<file path="config.mk">
export PLATFORM = sky130hd
export DESIGN_NAME = step_counter
export DESIGN_NICKNAME = d
export VERILOG_FILES = /design/src/rtl/step_counter_pkg.sv /design/src/rtl/step_counter_next.sv /design/src/rtl/step_counter.sv
export SDC_FILE = /design/constraint.sdc
export NUM_CORES = 1
export LEC_CHECK = 0
export BUFFER_PORTS_ARGS = -buffer_cell sky130_fd_sc_hd__buf_2
export CORE_MARGIN = 2
export CORE_UTILIZATION = 56
export DETAILED_ROUTE_END_ITERATION = 12
export HOLD_SLACK_MARGIN = 0.03
export PLACE_DENSITY = 0.89
export REMOVE_ABC_BUFFERS = 1
export SYNTH_ARGS = -nofsm -noshare
export SYNTH_HDL_FRONTEND = slang
export SYNTH_SLANG_ARGS = --single-unit
</file>
<file path="constraint.sdc">
create_clock -name clk -period 6.2 [get_ports clk]
set_clock_uncertainty 0.2 [all_clocks]
set_input_delay 1.24 -clock clk [delete_from_list [all_inputs] [get_ports clk]]
set_output_delay 1.24 -clock clk [all_outputs]
set_load 0.02 [all_outputs]
</file>
<file path="src/rtl/step_counter_pkg.sv">
// Shared types and constants for the step counter block.
package step_counter_pkg;

    typedef enum logic {
        MODE_WRAP     = 1'b0,
        MODE_SATURATE = 1'b1
    } mode_e;

    localparam int TALLY_W = 16;

endpackage

</file>
<file path="src/rtl/step_counter_next.sv">
// Combinational next-value arithmetic for the step counter: one up/down step
// with wrap or saturate on crossing 0 / MAX_VALUE.
module step_counter_next
    import step_counter_pkg::*;
#(
    parameter  int MAX_VALUE = 255,
    localparam int W         = $clog2(MAX_VALUE + 1)
) (
    input  logic [W-1:0] count,
    input  logic [W-1:0] step,
    input  logic         dir,
    input  mode_e        mode,
    output logic [W-1:0] next,
    output logic         crossed
);

    localparam logic [W-1:0] MAX_W     = W'(MAX_VALUE);
    localparam logic [W:0]   MAX_EXT   = (W+1)'(MAX_VALUE);
    localparam logic [W:0]   RANGE_EXT = (W+1)'(MAX_VALUE + 1);

    logic [W-1:0] step_eff;
    logic [W:0]   sum;
    logic [W:0]   diff_wrap;

    // One extra bit keeps the carry when MAX_VALUE+1 is a power of two.
    always_comb begin
        step_eff  = (step > MAX_W) ? MAX_W : step;
        sum       = {1'b0, count} + {1'b0, step_eff};
        diff_wrap = {1'b0, count} + RANGE_EXT - {1'b0, step_eff};
        next      = count;
        crossed   = 1'b0;
        if (!dir) begin
            if (sum > MAX_EXT) begin
                crossed = 1'b1;
                next    = (mode == MODE_SATURATE) ? MAX_W : W'(sum - RANGE_EXT);
            end else begin
                next = W'(sum);
            end
        end else begin
            if (step_eff > count) begin
                crossed = 1'b1;
                next    = (mode == MODE_SATURATE) ? '0 : W'(diff_wrap);
            end else begin
                next = count - step_eff;
            end
        end
    end

endmodule

</file>
<file path="src/rtl/step_counter.sv">
// Up/down step counter with clear/load/step priority, wrap pulse and limit decodes.
// Optional wrap pulse tally enabled by defining STEP_COUNTER_WRAP_TALLY_EN.
module step_counter
    import step_counter_pkg::*;
#(
    parameter  int    MAX_VALUE = 255,
    parameter  mode_e MODE      = MODE_WRAP,
    localparam int    W         = $clog2(MAX_VALUE + 1)
) (
    input  logic         clk,
    input  logic         rst,
    input  logic         en,
    input  logic         dir,
    input  logic [W-1:0] step,
    input  logic         clear,
    input  logic         load,
    input  logic [W-1:0] load_value,
    output logic [W-1:0] count,
    output logic         wrap,
    output logic         at_max,
    output logic         at_zero
`ifdef STEP_COUNTER_WRAP_TALLY_EN
    ,
    output logic [TALLY_W-1:0] wrap_tally
`endif
);

    localparam logic [W-1:0] MAX_W = W'(MAX_VALUE);

    logic [W-1:0] step_next;
    logic         step_crossed;
    logic [W-1:0] count_d;
    logic         wrap_d;

    step_counter_next #(
        .MAX_VALUE (MAX_VALUE)
    ) u_next (
        .count   (count),
        .step    (step),
        .dir     (dir),
        .mode    (MODE),
        .next    (step_next),
        .crossed (step_crossed)
    );

    // Priority: clear over load over step; idle holds count and drops wrap.
    always_comb begin
        count_d = count;
        wrap_d  = 1'b0;
        if (clear) begin
            count_d = '0;
        end else if (load) begin
            count_d = (load_value > MAX_W) ? MAX_W : load_value;
        end else if (en) begin
            count_d = step_next;
            wrap_d  = step_crossed;
        end
    end

    always_ff @(posedge clk or posedge rst) begin
        if (rst) begin
            count <= '0;
            wrap  <= 1'b0;
        end else begin
            count <= count_d;
            wrap  <= wrap_d;
        end
    end

    assign at_max  = (count == MAX_W);
    assign at_zero = (count == '0);

`ifdef STEP_COUNTER_WRAP_TALLY_EN
    // Tally advances alongside the wrap register and sticks at all-ones.
    always_ff @(posedge clk or posedge rst) begin
        if (rst) begin
            wrap_tally <= '0;
        end else if (clear) begin
            wrap_tally <= '0;
        end else if (wrap_d && (wrap_tally != '1)) begin
            wrap_tally <= wrap_tally + 1'b1;
        end
    end
`else
    // Without the tally, wrap pulses are not accumulated.
`endif

endmodule
</file>
### Yosys cells after proc, flatten, opt, wreduce, memory -nomap -nowiden

Cells that the tools add are included.

| storage, ports and cells | value |
|---|---|
| register bits | 9 |
| input bits | 22 |
| output and inout bits | 11 |
| logic and storage cells | 28 |

| operators by class | value |
|---|---|
| $add $sub $neg | 5 |
| magnitude comparators | 4 |
| equality and inequality tests | 1 |
| mux-type cells | 14 |
| reductions and logical operators | 2 |

Operators with widths:

| kind | number |
|---|---|
| $mux 8 | 8 |
| $gt 8x8->1 const B | 2 |
| $sub 8x8->8 | 2 |
| $add 8x8->9 | 1 |
| $gt 9x8->1 const B | 1 |
| $add 8x1->8 const B | 1 |
| $eq 8x8->1 const B | 1 |
| $gt 8x8->1 | 1 |
| $logic_not 8->1 | 1 |
| $sub 8x1->8 const B | 1 |
| $mux 1 | 6 |
| $reduce_bool 3->1 | 1 |

### Longest topological paths before layout

Gate-level depths: netlist of the first run.

| depth | value |
|---|---|
| depth in word-level cells | 9 |
| mapped depth | 10 |
| depth with buffers taken out | 10 |

### Cells and area by module

From an unflattened synthesis of the first run, not the netlist that was laid out.

| second synthesis, totals | value |
|---|---|
| cell total of the unflattened synthesis | 167 |
| area total of the unflattened synthesis | 1351.3 um^2 |

By module, submodules not included:

| module | times used | cells each | area an instance (um^2) | seq. area each (um^2) |
|---|---|---|---|---|
| step_counter_next | 1 | 120 | 865.8 | 0.0 |
| step_counter | 1 | 47 | 485.5 | 225.2 |

### Worst setup path before layout of the first run

No wires, ideal clock.

| path | value |
|---|---|
| path type | in2reg |
| start point | input step[0] |
| end point | register wrap |
| library setup time | 0.073 ns |
| data arrival time | 2.783 ns |
| required time | 5.927 ns |
| setup slack | 3.144 ns |
| stages | 9 |
| buffers on the path | 0 |
| cells stage by stage | ha_1 inv_1 fa_1 a21o_1 a21o_1 a21oi_1 o21ai_1 a211o_1 a21oi_2 |

| between the ends | value |
|---|---|
| longest elaborated chain between the ends | 9 |
| elaborated cells on any way between the ends | 11 |
| classes of those cells | add/sub: 1; order compare: 3; mux: 7 |

Ends and longest elaborated chain:

| item | RTL line | text |
|---|---|---|
| from (decl) | step_counter.sv:14 | `input logic [W-1:0] step,` |
| $gt 8x8->1 | step_counter_next.sv:27 | `step_eff = (step > MAX_W) ? MAX_W : step;` |
| $mux 8 * | step_counter_next.sv:27 |  |
| $add 8x8->9 | step_counter_next.sv:28 | `sum = {1'b0, count} + {1'b0, step_eff};` |
| $gt 9x8->1 | step_counter_next.sv:33 | `if (sum > MAX_EXT) begin` |
| $mux 1 | step_counter_next.sv:33 |  |
| $mux 1 * | step_counter_next.sv:32 | `if (!dir) begin` |
| $mux 1 * | step_counter.sv:54 | `end else if (en) begin` |
| $mux 1 * | step_counter.sv:52 | `end else if (load) begin` |
| $mux 1 * | step_counter.sv:50 | `if (clear) begin` |
| via wrap_d | step_counter.sv:33 | `logic wrap_d;` |
| to (signal assigned) | step_counter.sv:66 | `wrap <= wrap_d;` |
| to (decl) | step_counter.sv:19 | `output logic wrap,` |

The timed path passes the listed nets; every way through them passes the cells marked *.
A chain may end at the register's enable or synchronous reset.

### Worst setup path after layout of the first run

| path | value |
|---|---|
| start point | register count[1] |
| end point | output at_zero |

| between the ends | value |
|---|---|
| longest elaborated chain between the ends | 1 |

Ends and longest elaborated chain:

| item | RTL line | text |
|---|---|---|
| from (decl) | step_counter.sv:18 | `output logic [W-1:0] count,` |
| from (signal assigned) | step_counter.sv:65 | `count <= count_d;` |
| $logic_not 8->1 | step_counter.sv:71 | `assign at_zero = (count == '0);` |
| to (decl) | step_counter.sv:21 | `output logic at_zero` |

No other way between the ends.

==> results.md, run 1 <==
- Status: complete, no violations
- Gpl congestion: 0.845
- Layout cells sized above 1: 0.211
- RR Startpoint: count[0]$_DFFE_PP0P_
- Vias per cell: 5.99
- Clock latency on the worst-skew pair: 0.26 ns
- Die X: 50.6 um
- Worst setup SP type: register
- DR vias: 1239
- Post-synth EDFFs: 0
- Req. time, crit path: 4.76 ns
- Drt first-iter violations: 45
- CP startpoint: count[1]$_DFFE_PP0P_
- Max VDD drop: 0.134 mV
- Area contributors post-synth: dfrtp_1 (19%), ha_1 (16%), inv_1 (4.9%)
- Antenna Cells: 0
- Count of final hold-check violations: 0
- Antenna violations before repair: 0
- Detailed placement HPWL: 2430 um
- Remaining routing DRC violations: 0
- Grt met3 use: 0.0149
- Maxcap violations: 0
- RSZ-0062 raised after global routing: no
- Mapped Cells: 152
- FFs w/ async S/R, synth: 1.00
- Crit Path Class: reg -> out
- Clk slew on worst S/H paths: 0.06 ns
- GRT busiest layer: met2
- Post-CTS Setup Repair Bufs: 0
- CP endpoint kind: output pin
- Final min period: 3.03 ns
- Clock sinks: 9
- Core area: 2000 um^2
- Hold_buf cts: 0
- Count of final setup violators: 0
- Synth top area share: 0.185
- Fillers: 183
- Fmax: 330 MHz
- Dpl cell area: 1350 um^2
- Avg WL per Cell: 14.8 um
- Max-slew headroom: 0.762
- Worst EP arrival: 1.59 ns
- CTS tree: built
- Worst Max-Slew Pin Slew: 0.358 ns
- Gr ovfl total: 0
- # IOs: 33
- Area delta synth->final: 12.9%
- Syn avg cell area: 7.99 um^2
- R2R depth: 10
- PortBufs: 32
- GR Util met2: 0.463
- Final worst-path cycle share: 0.488
- Synth area leader: dfrtp_1
- Distinct cell type count after synthesis: 45
- CTS Root Buffer Type: clkbuf_4
- Hold WC Path Type: reg -> reg
- Initial Util: 0.607
- Total Neg Setup Slack: 0 ns
- Yosys warns: 0
- Syn Std Cell Area: 1210 um^2
- Routed WL: 3070 um
- Clock buffer count from CTS: 3
- Final nets: 221
- Fin area: 1370 um^2
- Final worst setup slack: 3.17 ns
- Die area: 2560 um^2
- Storage cell area: 225 um^2
- First-pass DRT Iterations: 4
- Static Leak: 0.705 nW
- Largest net degree at the start of global routing: 19
- Clock Tree Buf Depth: 2
- Flip-flop and latch count after synthesis: 9
- Post-layout util: 0.685
- Dpl ws: 2.93 ns
- Post-cts resize count: 0
- H-tree depth: 1
- Pins Over Slew Limit: 0
- Antenna Nets Post-Route: 0
- Die H: 50.6 um
- First-pass GRT wire length: 5130 um
- Cell Pwr Density: 168 nW/um^2
- Worst Path Max Fanout: 8
- Vias in the first global route: 1214
- Placement Rows: 16
- Hold path cells: 2
- Global Route Usage Sum: 0.260
- Top FF cell, synth: dfrtp_1
- Footprint of the multi-input gates: 866 um^2
- Sequential element share of the synthesized area: 0.185
- Min-delay src: count[4]$_DFFE_PP0P_
- M1 GR Usage: 0.325
placed cells by master (no fill, tap or decap), drive strengths merged, types with 3 or more instances in the layout:
cell type / count
nand3: 5
a21oi: 11
nor2b: 7
nor2: 15
nor3b: 3
xnor2: 3
nand2: 6
a211oi: 3
o21ai: 8
clkbuf: 4
nand4: 3
o22ai: 3
buf: 32
ha: 16
dfrtp: 9
nor3: 5
mux2i: 3
inv: 16
critical path, cell delays in order (launching register included):
cell	delay [ns]
dfrtp_1	0.49
or4_1	0.56
nor2_1	0.11
buf_2	0.17
cell type report:
cell class / instances / share of cell area
flip-flops and latches: 9 / 0.164
well taps: 27 / 0.0246
clock buffers: 4 / 0.0192
multi-input cells: 119 / 0.631
repair buffers: 32 / 0.117
inverters: 16 / 0.0438
Yosys cell counts (2+ instances only):
master / count
nor3_1: 5
o21ai_0: 4
clkbuf_8: 2
ha_1: 16
nor2_1: 15
o21bai_1: 2
nor3b_1: 3
dfrtp_1: 9
xor2_1: 2
mux2i_1: 3
a21oi_1: 10
inv_1: 16
nor2b_1: 7
a21o_1: 2
or3_1: 2
nand4_1: 3
or4_1: 2
o21a_1: 2
fa_1: 2
nand2_1: 6
nand3_1: 5
o22ai_1: 3
clkbuf_1: 2
xnor2_1: 3
a211oi_1: 3
o21ai_1: 4
logic make-up after synthesis:
group,share of synthesized area
DFF,0.185
adders and majority gates,0.198
buffers and inverters,0.102
AOI/OAI and AO/OA,0.236
and+or+nand+nor,0.218
xor gates and xnor gates,0.0361
muxes,0.0247
routing by layer:
metal / part of all wire / wire, um
met1: 0.41 / 1270
met4: 0.017 / 51
met5: 0 / 0
met3: 0.056 / 172
met2: 0.51 / 1570
flip-flops by register name, indices dropped and copies added, names as in the netlist:
name and cells:
count 8, wrap 1
per-stage QoR:
step	instances	hold slack [ns]	power, mW
2_1_floorplan	144	0.551	0.147
3_3_place_gp	203	0.500	0.178
3_5_place_dp	203	0.542	0.183
4_1_cts	207	0.564	0.229
5_1_grt	207	0.611	0.245
6_report	207	0.578	0.230
report_power, final:
group,leakage (nW),switching [mW],internal [mW]
clock,0.0150,0.0213,0.0249
sequential,0.118,0.00870,0.0636
combinational,0.572,0.0650,0.0467
path summary, 6_finish.rpt:
kind	to	slack [ns]
worst max-delay path	at_zero	3.17
worst min-delay path	count[4]$_DFFE_PP0P_	0.58
worst max register to register	wrap$_DFF_PP0_	3.71
worst min register to register	count[4]$_DFFE_PP0P_	0.58
max in group asynchronous	count[5]$_DFFE_PP0P_	4.84
min in group asynchronous	count[1]$_DFFE_PP0P_	0.72
Power figures use the tool's default switching activity.
==> run 2, diff against run 1 <==
ABC_AREA = 1   (was not set)
CORE_UTILIZATION = 53   (was 56)
PLACE_DENSITY = 0.85   (was 0.89)
clock period = 2.87 ns   (was 6.2 ns; I/O delays follow)
==> run 2 against run 1 <==
  * First-iteration DRC count is 22% lower
  * Combinational power is 140% higher
  * Synthesized area is 1.8% higher
  * Flip-flop and latch count stayed put
  * Count of clock-buffer cells in the layout stayed put
  * Setup slack worse by 2.5 ns
  * Power is 140% higher
  * Sequential power is 130% higher
  * Synthesized cell count is 34% higher
  * Via count is 8.8% higher
  * Highest routed layer unchanged
==> results.md, run 2 <==
- Flop pwr share: 0.308 (-0.006)
- Sw Ratio: 0.456 (+0.0431)
- Power consumption: 543 uW (+140%)
- Post-CTS Setup Repair Bufs: 0 (unchanged)
- Flip-flop and latch count after synthesis: 9 (unchanged)
- Worst Path Max Fanout: 8 (unchanged)
- Detailed placement HPWL: 2420 um (-0.42%)
- CP endpoint kind: output pin
- Gpl congestion: 0.922 (+9.2%)
- Hold WC Path Type: in -> async
- Die X: 52.3 um (+3.4%)
- Area contributors post-synth: nand2_1 (23%), dfrtp_1 (18%), ha_1 (16%)
- Clk pwr share: 0.187 (-0.014)
- Pins Over Slew Limit: 0 (unchanged)
- Non-filler cells, final: 264 (+28%)
- Core area: 2210 um^2 (+10%)
- Yosys warns: 0 (unchanged)
- # IOs: 33 (unchanged)
- Top reg by flops: count
- Status: complete, no violations
- Max reg flops: 8 (unchanged)
- CTS Root Buffer Type: clkbuf_4
- Clock sinks: 9 (unchanged)
- Psw: 247 uW (+160%)
- Final nets: 277 (+25%)
- Final worst-path cycle share: 0.753
- Synth area leader: nand2_1
- Post-Place Cells: 260 (+28%)
- CTS tree: built
- Worst setup SP type: register
- Hold_buf cts: 0 (unchanged)
- Comb power frac: 0.505 (+0.020)
- Most frequent cell after synthesis: nand2_1
- Vias in the first global route: 1200 (-1.2%)
- Clock latency on the worst-skew pair: 0.27 ns (about the same)
- Layout cells sized above 1: 0.165 (-0.0459)
- Distinct cell type count after synthesis: 23 (-49%)
- Worst Max-Slew Pin Slew: 0.515 ns (+0.158 ns)
- Fillers: 241 (+32%)
- Cell Pwr Density: 382 nW/um^2 (+130%)
- Drt first-iter violations: 35 (-22%)
- Avg WL per Cell: 11.5 um (-22%)
- Antenna Nets Post-Route: 0 (unchanged)
- Post-cts resize count: 0 (unchanged)
- Most frequent cells after synthesis: nand2_1 (75), inv_1 (32), nor2_1 (21)
- Worst hold slack: 0.0558 ns (-0.523 ns)
- FFs w/ async S/R, synth: 1.00 (unchanged)
- Final min period: 2.16 ns
- Post-synth EDFFs: 0 (unchanged)
- Fmax: 463 MHz
- Gr ovfl total: 0 (unchanged)
- First-pass DRT Iterations: 4 (unchanged)
- Antenna Cells: 0 (unchanged)
- Vias per cell: 5.11 (-15%)
- RSZ-0062 raised after global routing: no
- Top FF cell, synth: dfrtp_1
- Post-layout util: 0.641 (-0.0436)
- Placement Rows: 17 (+1)
- Mapped Cells: 204 (+34%)
- Area delta synth->final: 14.8%
- Req. time, crit path: 2.10 ns (-2.66 ns)
- Count of final setup violators: 0 (unchanged)
- Worst EP arrival: 1.39 ns (-0.20 ns)
- Initial Util: 0.559 (-0.0481)
- Remaining routing DRC violations: 0 (unchanged)
- Die area: 2730 um^2 (+6.9%)
- Internal power: 295 uW (+120%)
- PortBufs: 32 (unchanged)
- Syn Std Cell Area: 1240 um^2 (+1.8%)
- Clock buffer count from CTS: 3 (unchanged)
- Global Route Usage Sum: 0.247 (-0.0130)
- Synth top area share: 0.228 (+0.0424)
- Count of final hold-check violations: 0 (unchanged)
- Largest registers: count (8), wrap (1)
- Clock Tree Buf Depth: 2 (unchanged)
- Total Neg Setup Slack: 0 ns (unchanged)
- Max VDD drop: 0.302 mV (+130%)
- First-pass GRT wire length: 5030 um (-1.9%)
- Sequential element share of the synthesized area: 0.182 (-0.00319)
- Max-slew headroom: 0.656 (-0.106)
- DR vias: 1348 (+8.8%)
- H-tree depth: 1 (unchanged)
- Largest net degree at the start of global routing: 17 (-2)
- Commonest non-fill, non-tap cell in the layout: nand2_1
- Static Leak: 0.891 nW (+26%)
- Maxcap violations: 0 (unchanged)
- Die H: 52.3 um (+3.4%)
- Routed WL: 3040 um (-0.98%)
- Most frequent cells in the layout: nand2_1 (75), inv_1 (32), buf_2 (32)
- Antenna violations before repair: 0 (unchanged)
- Clk slew on worst S/H paths: 0.06 ns (about the same)
- Crit Path Class: reg -> out
- Syn avg cell area: 6.06 um^2 (-24%)
-- run 2: routing by layer --
layer,track usage,vias to the layer above,share of wire
met1,0.317,582,0.45
met4,0.0897,0,0.0063
li1,-,697,-
met2,0.429,65,0.46
met5,0,-,0
met3,0.0171,4,0.081
-- run 2: final cells by class --
class	count	area [um^2]	share of cell area
clock buffers	4	26.3	0.0185
well taps	28	35.0	0.0247
inverters	34	133	0.0935
flip-flops and latches	9	225	0.159
repair buffers	32	160	0.113
multi-input cells	157	840	0.592
-- run 2: power by group through the flow --
stage,logic [mW],clock network [mW],registers (mW)
3_3_place_gp,0.268,0,0.167
6_report,0.274,0.101,0.167
2_1_floorplan,0.182,0,0.178
5_1_grt,0.316,0.106,0.169
3_5_place_dp,0.271,0,0.168
4_1_cts,0.273,0.102,0.167
-- run 2: path summary, 6_finish.rpt --
kind	startpoint	end	slack [ns]	cells past startpoint
setup / recovery	count[1]$_DFFE_PP0P_	at_zero	0.71	3
hold / removal	rst	count[7]$_DFFE_PP0P_	0.06	2
setup reg to reg	count[2]$_DFFE_PP0P_	count[3]$_DFFE_PP0P_	0.85	10
hold reg to reg	count[6]$_DFFE_PP0P_	count[6]$_DFFE_PP0P_	0.43	2
max in group asynchronous	rst	count[1]$_DFFE_PP0P_	2.16	2
min in group clk	en	wrap$_DFF_PP0_	0.34	3
-- run 2: logic make-up (layout without fill, tap and decap cells) --
family	Yosys count	count (layout)	synth area share
adders and majority gates	18	18	0.194
and+or+nand+nor	119	119	0.396
AOI/OAI and AO/OA	20	20	0.0891
buffers and inverters	38	70	0.139
DFF	9	9	0.182
-- run 2: critical path, cell delays in order (launching register included) --
cell and delay [ns]:
dfrtp_1 0.50, nor4_1 0.31, and2_1 0.16, buf_2 0.15
-- run 2: through the flow --
step | area [um^2] | worst slack (ns)
after global placement | 1390 | 0.660
after global routing | 1420 | 0.633
after floorplan | 1200 | 0.849
after CTS | 1420 | 0.711
final | 1420 | 0.709
after detailed placement | 1390 | 0.642
